--- config.mk ---
export PLATFORM = sky130hd
export DESIGN_NAME = imem_loader_flat
export DESIGN_NICKNAME = d
export VERILOG_FILES = /design/src/rtl/imem_loader_pkg.sv /design/src/rtl/imem_loader_if.sv /design/src/rtl/imem_loader_byte_assembler.sv /design/src/rtl/imem_loader.sv /design/src/flat_wrapper.sv
export SDC_FILE = /design/constraint.sdc
export NUM_CORES = 1
export LEC_CHECK = 0
export ABC_AREA = 0
export CAP_MARGIN = 10
export CORE_ASPECT_RATIO = 0.9
export CORE_MARGIN = 2
export CORE_UTILIZATION = 35
export DETAILED_ROUTE_END_ITERATION = 10
export GPL_ROUTABILITY_DRIVEN = 0
export SETUP_SLACK_MARGIN = 0.1
export SLEW_MARGIN = 5
export SYNTH_ARGS = -nofsm -noshare
export SYNTH_HDL_FRONTEND = slang
export SYNTH_HIERARCHICAL = 1
export SYNTH_SLANG_ARGS = --single-unit
--- constraint.sdc ---
create_clock -name clk -period 1.8 [get_ports clk]
set_input_delay 0.36 -clock clk [delete_from_list [all_inputs] [get_ports clk]]
set_output_delay 0.36 -clock clk [all_outputs]
set_load 0.02 [all_outputs]
--- src/rtl/imem_loader_pkg.sv ---
// Shared types and constants for the instruction-memory boot loader.
package imem_loader_pkg;

  localparam int unsigned BYTE_W = 8;
  localparam int unsigned WORD_W = 32;

  // Stream byte order: first byte of a word lands in the most significant lane.
  localparam bit MSB_FIRST = 1'b1;

  typedef enum logic [2:0] {
    S_HDR  = 3'd0,
    S_LOAD = 3'd1,
    S_CHK  = 3'd2,
    S_RUN  = 3'd3,
    S_ERR  = 3'd4
  } state_e;

endpackage

--- src/rtl/imem_loader_if.sv ---
// Byte-stream input, instruction-memory write port and status of the loader.
interface imem_loader_if #(
  parameter int unsigned ADDR_W = 8
);
  logic [7:0]      rx_data;
  logic            rx_valid;
  logic            rx_ready;
  logic            mem_we;
  logic [31:0]     mem_addr;
  logic [31:0]     mem_wdata;
  logic            cpu_run;
  logic            busy;
  logic            err;
  logic [ADDR_W:0] words_loaded;

  // Loader side.
  modport slave (
    input  rx_data, rx_valid,
    output rx_ready, mem_we, mem_addr, mem_wdata, cpu_run, busy, err, words_loaded
  );

  // Stream source / system side.
  modport master (
    output rx_data, rx_valid,
    input  rx_ready, mem_we, mem_addr, mem_wdata, cpu_run, busy, err, words_loaded
  );
endinterface

--- src/rtl/imem_loader_byte_assembler.sv ---
// Packs accepted stream bytes into 32-bit words; pulses word_valid on the 4th byte.
module byte_assembler
  import imem_loader_pkg::*;
(
  input  logic              clk,
  input  logic              rst_n,
  input  logic [BYTE_W-1:0] rx_data_i,
  input  logic              rx_valid_i,
  input  logic              rx_ready_i,
  output logic [WORD_W-1:0] word_c_o,
  output logic              word_valid_c_o
);

  logic [1:0]        cnt_q, cnt_d;
  logic [WORD_W-1:0] shift_q, shift_d;
  logic [WORD_W-1:0] packed_c;
  logic              xfer_c;

  // Handshake, byte counter and shift register next-state.
  always_comb begin
    xfer_c   = rx_valid_i && rx_ready_i;
    packed_c = MSB_FIRST ? {shift_q[WORD_W-BYTE_W-1:0], rx_data_i}
                         : {rx_data_i, shift_q[WORD_W-1:BYTE_W]};
    cnt_d    = cnt_q;
    shift_d  = shift_q;
    if (xfer_c) begin
      cnt_d   = cnt_q + 2'd1;
      shift_d = packed_c;
    end
  end

  assign word_c_o       = packed_c;
  assign word_valid_c_o = xfer_c && (cnt_q == 2'd3);

  // Counter and partial-word storage.
  always_ff @(posedge clk or negedge rst_n) begin
    if (!rst_n) begin
      cnt_q   <= 2'd0;
      shift_q <= '0;
    end else begin
      cnt_q   <= cnt_d;
      shift_q <= shift_d;
    end
  end

endmodule

--- src/rtl/imem_loader.sv ---
// Boot-time loader: header word count, payload words written to instruction
// memory, then CPU release. Define IMEM_LOADER_CHECKSUM_EN to require a
// trailing 32-bit sum of the payload words before release.
module imem_loader
  import imem_loader_pkg::*;
#(
  parameter int unsigned ADDR_W    = 8,
  parameter logic [31:0] BASE_ADDR = 32'h0000_0000
)(
  input  logic         clk,
  input  logic         rst_n,
  imem_loader_if.slave bus
);

  localparam int unsigned CNT_W = ADDR_W + 1;
  localparam logic [32:0] MAX_N = 33'(1) << ADDR_W;
`ifdef IMEM_LOADER_CHECKSUM_EN
  localparam state_e AFTER_LOAD = S_CHK;
`else
  localparam state_e AFTER_LOAD = S_RUN;
`endif

  state_e            state_q, state_d;
  logic [CNT_W-1:0]  n_q, n_d;
  logic [CNT_W-1:0]  words_q, words_d;
  logic              rx_ready_q, rx_ready_d;
  logic              mem_we_q, mem_we_d;
  logic [31:0]       mem_addr_q, mem_addr_d;
  logic [31:0]       mem_wdata_q, mem_wdata_d;
  logic              cpu_run_q, cpu_run_d;
  logic              busy_q, busy_d;
  logic              err_q, err_d;
  logic [WORD_W-1:0] word_c;
  logic              word_valid_c;
`ifdef IMEM_LOADER_CHECKSUM_EN
  logic [31:0]       sum_q, sum_d;
`endif

  byte_assembler u_asm (
    .clk            (clk),
    .rst_n          (rst_n),
    .rx_data_i      (bus.rx_data),
    .rx_valid_i     (bus.rx_valid),
    .rx_ready_i     (rx_ready_q),
    .word_c_o       (word_c),
    .word_valid_c_o (word_valid_c)
  );

  // Load sequencing and registered output next-state.
  always_comb begin
    state_d     = state_q;
    n_d         = n_q;
    words_d     = words_q;
    rx_ready_d  = rx_ready_q;
    mem_we_d    = 1'b0;
    mem_addr_d  = mem_addr_q;
    mem_wdata_d = mem_wdata_q;
`ifdef IMEM_LOADER_CHECKSUM_EN
    sum_d       = sum_q;
`endif

    case (state_q)
      S_HDR: begin
        rx_ready_d = 1'b1;
        if (word_valid_c) begin
          if (word_c == 32'd0) begin
            state_d = AFTER_LOAD;
          end else if ({1'b0, word_c} > MAX_N) begin
            state_d = S_ERR;
          end else begin
            state_d = S_LOAD;
            n_d     = CNT_W'(word_c);
          end
        end
      end
      S_LOAD: begin
        if (word_valid_c) begin
          // Write cycle: stall the stream for one cycle while the word lands.
          mem_we_d    = 1'b1;
          mem_addr_d  = BASE_ADDR + (32'(words_q) << 2);
          mem_wdata_d = word_c;
          rx_ready_d  = 1'b0;
`ifdef IMEM_LOADER_CHECKSUM_EN
          sum_d       = sum_q + word_c;
`endif
        end else if (mem_we_q) begin
          words_d    = words_q + CNT_W'(1);
          rx_ready_d = 1'b1;
          if (words_d == n_q) begin
            state_d = AFTER_LOAD;
          end
        end
      end
      S_CHK: begin
        rx_ready_d = 1'b1;
        if (word_valid_c) begin
`ifdef IMEM_LOADER_CHECKSUM_EN
          state_d = (word_c == sum_q) ? S_RUN : S_ERR;
`else
          state_d = S_ERR;
`endif
        end
      end
      S_RUN, S_ERR: begin
        rx_ready_d = 1'b0;
      end
      default: begin
        state_d = S_ERR;
      end
    endcase

    if (state_d == S_RUN || state_d == S_ERR) begin
      rx_ready_d = 1'b0;
    end
    cpu_run_d = (state_d == S_RUN);
    err_d     = (state_d == S_ERR);
    busy_d    = !(cpu_run_d || err_d);
  end

  // State and output registers; reset discards any partial load.
  always_ff @(posedge clk or negedge rst_n) begin
    if (!rst_n) begin
      state_q     <= S_HDR;
      n_q         <= '0;
      words_q     <= '0;
      rx_ready_q  <= 1'b0;
      mem_we_q    <= 1'b0;
      mem_addr_q  <= BASE_ADDR;
      mem_wdata_q <= '0;
      cpu_run_q   <= 1'b0;
      busy_q      <= 1'b1;
      err_q       <= 1'b0;
`ifdef IMEM_LOADER_CHECKSUM_EN
      sum_q       <= '0;
`endif
    end else begin
      state_q     <= state_d;
      n_q         <= n_d;
      words_q     <= words_d;
      rx_ready_q  <= rx_ready_d;
      mem_we_q    <= mem_we_d;
      mem_addr_q  <= mem_addr_d;
      mem_wdata_q <= mem_wdata_d;
      cpu_run_q   <= cpu_run_d;
      busy_q      <= busy_d;
      err_q       <= err_d;
`ifdef IMEM_LOADER_CHECKSUM_EN
      sum_q       <= sum_d;
`endif
    end
  end

  assign bus.rx_ready     = rx_ready_q;
  assign bus.mem_we       = mem_we_q;
  assign bus.mem_addr     = mem_addr_q;
  assign bus.mem_wdata    = mem_wdata_q;
  assign bus.cpu_run      = cpu_run_q;
  assign bus.busy         = busy_q;
  assign bus.err          = err_q;
  assign bus.words_loaded = words_q;

endmodule

--- src/flat_wrapper.sv ---
// flat-port wrapper written by rule: the top's interface ports become plain ports
module imem_loader_flat import imem_loader_pkg::*;
#(
  parameter int unsigned ADDR_W    = 8,
  parameter logic [31:0] BASE_ADDR = 32'h0000_0000
)
  (clk, rst_n, bus_rx_data, bus_rx_valid, bus_rx_ready, bus_mem_we, bus_mem_addr, bus_mem_wdata, bus_cpu_run, bus_busy, bus_err, bus_words_loaded);
  imem_loader_if #(.ADDR_W(ADDR_W)) bus_i ();
  input  logic clk;
  input  logic rst_n;
  input wire logic [$bits(bus_i.rx_data)-1:0] bus_rx_data;
  input wire logic [$bits(bus_i.rx_valid)-1:0] bus_rx_valid;
  output wire logic [$bits(bus_i.rx_ready)-1:0] bus_rx_ready;
  output wire logic [$bits(bus_i.mem_we)-1:0] bus_mem_we;
  output wire logic [$bits(bus_i.mem_addr)-1:0] bus_mem_addr;
  output wire logic [$bits(bus_i.mem_wdata)-1:0] bus_mem_wdata;
  output wire logic [$bits(bus_i.cpu_run)-1:0] bus_cpu_run;
  output wire logic [$bits(bus_i.busy)-1:0] bus_busy;
  output wire logic [$bits(bus_i.err)-1:0] bus_err;
  output wire logic [$bits(bus_i.words_loaded)-1:0] bus_words_loaded;
  assign bus_i.rx_data = bus_rx_data;
  assign bus_i.rx_valid = bus_rx_valid;
  assign bus_rx_ready = bus_i.rx_ready;
  assign bus_mem_we = bus_i.mem_we;
  assign bus_mem_addr = bus_i.mem_addr;
  assign bus_mem_wdata = bus_i.mem_wdata;
  assign bus_cpu_run = bus_i.cpu_run;
  assign bus_busy = bus_i.busy;
  assign bus_err = bus_i.err;
  assign bus_words_loaded = bus_i.words_loaded;
  imem_loader #(.ADDR_W(ADDR_W), .BASE_ADDR(BASE_ADDR)) u_core (.clk(clk), .rst_n(rst_n), .bus(bus_i));
endmodule
==> key figures, run 1 <==
Run status
  • Status: complete, but fails checks
  • Failing checks: negative setup slack

Setup path
  • CP peak stage delay: 0.41 ns
  • CP max FO: 10
  • Top delay family on crit path: simple AND/OR/NAND/NOR gates
  • Startpoint Class: flop
  • Kind of critical path: reg2reg
  • Critical path buffers and inverters: 2
  • Worst EP required: 2.02 ns
  • Crit end category: flop
  • Slowest-stage cell, CP: dfrtp_1
  • Critical path, cell by cell: nor4_4, buf_4, nand4_1, nor2_2, and3_4, buf_12, mux2_2
  • Arr. time, crit path: 2.10 ns

Global routing
  • Total track usage: between 10 and 15%
  • Vias in the first global route: 2903
  • Total gr overflow: 0
  • First-pass GRT wire length: approximately 15000 microns
  • Initial antenna violation count: 0
  • Largest net degree at the start of global routing: 39

CTS
  • Clock Latency Late Sink: 0.34 ns
  • Clock sink count: 93
  • Clock slew at reported path FFs: 0.07 ns
  • Clock Root Buffer: clkbuf_16
  • Htree depth: 3
  • Total CTS buffers: 9
  • CTS tree: yes
  • Max clock buf depth: 2

STA
  • Fin crit period: 1.87 ns
  • Setup repair after global routing missed its margin: true
  • # setup viols final: 10
  • Slew Limit Fails: 0
  • Final period util: 104%
  • Slew HR: 66.6%
  • Worst slew pin tran: between 0.5 and 0.6 ns
  • Clock Skew: around 0.0072 ns
  • PnR worst setup slack: -0.0748 ns
  • Final hold vios: 0
  • Fmax: 0.533 GHz

Die
  • Num ports: 89
  • Full die area: about 13000 sq um
  • Site row count: 38
  • Core area: between 10000 and 15000 sq um
  • Die height: 109 microns
  • Die width: between 100 and 150 microns
  • Initial core utilization: 35.8%

Logic synthesis
  • Seq/Total Area, Yosys: a little over half
  • Top cells by area, synth: dfrtp_1 (53%), mux2_2 (15%), mux2_4 (6.6%)
  • Async SR Flop Fraction: 100%
  • Yosys top cell by area: dfrtp_1
  • Synth Flop Type: dfrtp_1
  • Post-synth top area share: a little over half
  • Synth Warn #: 6
  • Synthesis-stage register bit count: 93
  • Post-synth EDFFs: 0
  • Yosys cell types: 53
  • Mapped Area: 4330 sq um
  • Post-Synthesis Cells: roughly 320
  • Avg Cell Area, Syn: 13.7 sq um

Min path
  • Hold Path Class: in2reg

Job
  • Max-Cap Viols: 0

Layout
  • N_diodes: 0
  • Multi-input logic area: between 1500 and 2000 sq um
  • Fin cells: between 600 and 700
  • Nets: 456
  • Area growth from synthesis to layout: 40.9%
  • Share of layout cells above drive strength 1: about 47%
  • Filler cell count: 1054
  • Final Util: 50.5%
  • Commonest non-fill, non-tap cells in the layout: dfrtp_1 (87), buf_4 (63), mux2_2 (53), clkdlybuf4s50_1 (33), conb_1 (23)
  • Flip-flop and latch area: 2330 sq um
  • Commonest non-fill, non-tap cell in the layout: dfrtp_1

Detailed routing
  • ANT nets after route: 0
  • Final WL: 9140 microns
  • Top Layer Used: met4
  • Vias/cell: 4.58
  • Drt drc: 0
  • Met3 WL: between 300 and 400 microns
  • Detailed-route wire length per cell: 15.0 microns
  • Drt first pass iters: 4
  • Wire length on met2: 4260 microns
  • M1 WL: 4380 microns
  • First DRT Iteration DRCs: between 100 and 150
  • Via count: 2783

Power
  • LEAKAGE: between 3 and 4 nW
  • Clock share of power: 33.5%
  • Sw Share: between 20 and 30%
  • Internal Power: 4.72 mW
  • Reg power frac: 42.2%
  • Net load switching power: 1.65 mW
  • Final Power: 6.37 mW
  • Comb power frac: roughly 24%
  • Power per cell area: 1050 nW/um^2
  • Peak supply drop: 0.477 mV

Placed design
  • Cells after DPL: approximately 580
  • PortBufs: 65
  • DP Worst Slack: -0.481 ns
  • Post-DP HPWL: between 6000 and 7000 microns
[Yosys cell counts, types with 2 or more instances]
master and n:
nor2_1 7, inv_1 6, xor2_1 11, buf_2 5
mux2_4 19, nand2_1 8, buf_6 2, and3_1 2
o21a_1 2, mux2_2 56, buf_4 35, a21o_2 2
nor3_1 5, nor2b_1 2, nor4_1 8, dfrtp_1 92
and3_2 2, o21ai_0 4, nand3_1 6, buf_12 2
ha_1 2, xnor2_1 7
[power by group through the flow]
stage	Combinational, mW	Sequential [mW]	Clock, mW
global placement	1.49	2.69	0
finish	1.55	2.69	2.13
detailed placement	1.52	2.70	0
global route	1.68	2.73	2.27
CTS	1.53	2.67	2.19
floorplan	0.733	2.74	0
[cell type report]
cell class	instances	share of cell area, %
clock buffers	12	4.37
clock inverters	4	1.27
inverters	6	0.410
multi-input cells	194	30.7
flip-flops and latches	93	38.3
well taps	160	3.28
repair buffers	139	21.7
[tightest hold or removal path, stage by stage]
cell and delay (ns):
dlymetal6s2s_1 0.15, buf_4 0.15, mux2_4 0.13
[layer usage]
| metal | up-vias | GRT usage, % |
|---|---|---|
| met4 | 0 | 5.42 |
| li1 | 1321 | - |
| met5 | - | 0 |
| met1 | 1394 | 20.2 |
| met2 | 59 | 22.4 |
| met3 | 9 | 3.22 |
[sequential cells by signal, summed over array words and instances, names as in the netlist]
register / flops
u_core/bus.mem_wdata: 32
u_core/u_asm/shift_q: 24
u_core/bus.mem_addr: 9
u_core/bus.words_loaded: 9
u_core/n_q: 9
u_core/state_q: 3
u_core/u_asm/cnt_q: 2
u_core/bus.busy: 1
u_core/bus.cpu_run: 1
u_core/bus.err: 1
u_core/bus.mem_we: 1
u_core/bus.rx_ready: 1
[final timing paths]
check	start	to	slack, ns	depth (start not counted)
setup / recovery	u_core/u_asm/shift_q[12]$_DFFE_PN0P_	u_core/n_q[8]$_DFFE_PN0P_	-0.07	7
hold / removal	bus_rx_data[2]	u_core/u_asm/shift_q[2]$_DFFE_PN0P_	0.48	3
setup reg to reg	u_core/u_asm/shift_q[12]$_DFFE_PN0P_	u_core/n_q[8]$_DFFE_PN0P_	-0.07	7
hold reg to reg	u_core/bus.mem_wdata[8]$_DFFE_PN0P_	u_core/bus.mem_wdata[8]$_DFFE_PN0P_	0.50	1
max in group asynchronous	rst_n	u_core/bus.busy$_DFF_PN1_	0.62	3
min in group asynchronous	rst_n	u_core/bus.mem_wdata[18]$_DFFE_PN0P_	0.53	2
[through the flow]
stage | hold slack, ns | setup TNS [ns] | cell area (sq um)
after CTS | 0.508 | -1.00 | 5910
after floorplan | 0.0644 | 0 | 4490
after detailed placement | 0.363 | -13.63 | 5500
after global placement | 0.355 | -12.13 | 5500
final | 0.483 | -0.556 | 6100
after global routing | 0.485 | -2.08 | 6100
[what timing repair did]
item                                    4_1_cts  5_1_grt
endpoints found under the setup margin       33       62
hold buffers                                  1        0
buffers inserted                              6        5
endpoints found under the hold margin        21        0
pin swaps                                     8       11
resized for setup                            24       43
[cell families after synthesis]
| family | share of synthesized area [%] |
|---|---|
| mux | 21.2 |
| simple gates | 7.69 |
| flops | 53.8 |
| other cells | 0.0866 |
| compound gates | 4.34 |
| fa+ha+maj | 0.578 |
| xor+xnor | 3.64 |
| buf+inv | 8.70 |
No activity file was read; power rests on OpenSTA's default activity.
==> inputs of run 2 (changes only) <==
--- a/config.mk
+++ b/config.mk
@@ -7,7 +7,6 @@
 export LEC_CHECK = 0
 export ABC_AREA = 0
 export CAP_MARGIN = 10
-export CORE_ASPECT_RATIO = 0.9
 export CORE_MARGIN = 2
 export CORE_UTILIZATION = 35
 export DETAILED_ROUTE_END_ITERATION = 10
==> key figures, run 2 (synthesis results as in run 1) <==
Min path
  • Hold Path Class: in2reg
  • Hold path start: bus_rx_data[2]
  • WHS Endpoint: u_core/bus.mem_wdata[2]$_DFFE_PN0P_
  • Hold Path Depth: 3

Power
  • LEAKAGE: ~3.3 nW
  • Internal Power: 4.69 mW
  • Clock share of power: about 32%
  • Reg power frac: 42.0%
  • Sw Share: 25.5%
  • Net load switching power: 1.60 mW
  • Power per cell area: 1020 nW/um^2
  • Peak supply drop: between 0.4 and 0.5 mV
  • Comb power frac: between 20% and 30%
  • Final Power: 6.29 mW

Layout
  • Commonest non-fill, non-tap cell in the layout: dfrtp_1
  • Filler cell count: approximately 1000
  • Share of layout cells above drive strength 1: 44.8%
  • Multi-input logic area: 1940 sq um
  • Fin cells: 612
  • Commonest non-fill, non-tap cells in the layout: dfrtp_1 (85), buf_4 (60), mux2_4 (51), clkdlybuf4s50_1 (32), mux2_2 (24)
  • Nets: ~450
  • Final Util: between 50% and 60%
  • Flip-flop and latch area: roughly 2300 sq um
  • Number of flip-flops in the largest register: 32
  • N_diodes: 0
  • Final Cell Area: 6150 sq um
  • Area growth from synthesis to layout: 42.1%

Placed design
  • Cells after DPL: roughly 590
  • DP Worst Slack: -0.441 ns
  • Dpl cell area: 5510 sq um
  • PortBufs: 65
  • Post-DP HPWL: 6510 microns

CTS
  • Htree depth: 3
  • Clock slew at reported path FFs: 0.06 ns
  • CTS tree: yes
  • Max clock buf depth: 2
  • Clock sink count: 93
  • Clock Root Buffer: clkbuf_16
  • Total CTS buffers: 9
  • Clock Latency Late Sink: 0.34 ns

STA
  • # setup viols final: 10
  • Fin crit period: 1.85 ns
  • Setup repair after global routing missed its margin: true
  • Final hold vios: 0
  • Fmax: 0.539 GHz
  • Slew Limit Fails: 0
  • PnR worst setup slack: -0.0547 ns
  • Final period util: 103%
  • Clock Skew: ~0.009 ns

Setup path
  • Worst EP required: 2.03 ns
  • Worst reg-to-reg path cell count: 6
  • CP max FO: 7
  • R2R setup slack: -0.05 ns
  • RR Endpoint: u_core/bus.rx_ready$_DFFE_PN0P_
  • Startpoint Class: flop
  • R2r startpoint: u_core/bus.words_loaded[0]$_DFFE_PN0P_
  • Source of the critical timing path: u_core/bus.words_loaded[0]$_DFFE_PN0P_
  • Arr. time, crit path: 2.08 ns
  • Crit end category: flop
  • Kind of critical path: reg2reg

Die
  • Die width: 115 microns
  • Full die area: 13300 sq um
  • Num ports: 89
  • Initial core utilization: around 36%
  • Core area: ~12000 sq um
  • Die height: between 100 and 150 microns
  • Site row count: 40

Run status
  • Status: complete, but fails checks
  • Failing checks: negative setup slack

Global routing
  • Initial antenna violation count: 0
  • Total gr overflow: 0
  • First-pass GRT wire length: 14500 microns
  • Vias in the first global route: 2841
  • Total track usage: 14.3%
  • Largest net degree at the start of global routing: 33

Detailed routing
  • Detailed-route wire length per cell: 15.2 microns
  • Drt drc: 0
  • Via count: 2788
  • Vias/cell: 4.56
  • ANT nets after route: 0
  • Final WL: about 9300 microns
  • Drt first pass iters: 4
  • First DRT Iteration DRCs: 114

Job
  • Max-Cap Viols: 0
## run 2: stage by stage
stage,hold slack (ns),TNS (ns)
after floorplan,0.0644,0
after global placement,0.322,-13.91
after detailed placement,0.331,-15.00
after global routing,0.497,-1.14
after CTS,0.507,-0.290
final,0.486,-0.209
## run 2: how the worst max path moves through the flow
stage / end / slack [ns] / cells past startpoint
after floorplan: u_core/bus.rx_ready$_DFFE_PN0P_ / 0.001 / 7
after global placement: u_core/n_q[6]$_DFFE_PN0P_ / -0.44 / 7
after detailed placement: u_core/n_q[3]$_DFFE_PN0P_ / -0.44 / 7
after CTS: u_core/bus.rx_ready$_DFFE_PN0P_ / -0.07 / 7
after global routing: u_core/bus.rx_ready$_DFFE_PN0P_ / -0.13 / 7
final: u_core/bus.rx_ready$_DFFE_PN0P_ / -0.05 / 6
## run 2: area by class of cell
class                      count  area share [%]
clock buffer                  13            4.23
clock inverter                 3            1.10
inverter                       6           0.407
multi-input combinational    194            31.6
sequential                    93            38.0
tap                          168            3.42
timing repair buffer         135            21.3
## run 2: critical path, stage by stage, from the launching register on
cell       delay, ns
dfrtp_2         0.47
ha_4            0.19
or4_1           0.48
a21oi_2         0.15
o2111ai_2       0.17
a21oi_2         0.23
nor3_1          0.06
## run 2: layer usage
metal / GRT usage (%) / wire [microns]
met5: 0 / 0
met4: 6.51 / 179
met3: 2.90 / 416
met2: 21.7 / 4210
met1: 19.7 / 4520
## run 2: timing repair
| action | in CTS | in global routing |
|---|---|---|
| endpoints found under the setup margin | 34 | 78 |
| hold buffers | 1 | 0 |
| hold endpoints to repair | 28 | 0 |
| cloned | 0 | 2 |
| pin swaps | 10 | 11 |
| resized for setup | 27 | 61 |
| buffers inserted | 1 | 1 |
## run 2: power by group through the flow
| stage | clock (mW) | combinational (mW) | sequential, mW |
|---|---|---|---|
| after CTS | 2.10 | 1.60 | 2.64 |
| after global routing | 2.19 | 1.74 | 2.69 |
| final | 2.04 | 1.61 | 2.64 |
| after global placement | 0 | 1.55 | 2.65 |
| after floorplan | 0 | 0.733 | 2.74 |
| after detailed placement | 0 | 1.59 | 2.66 |
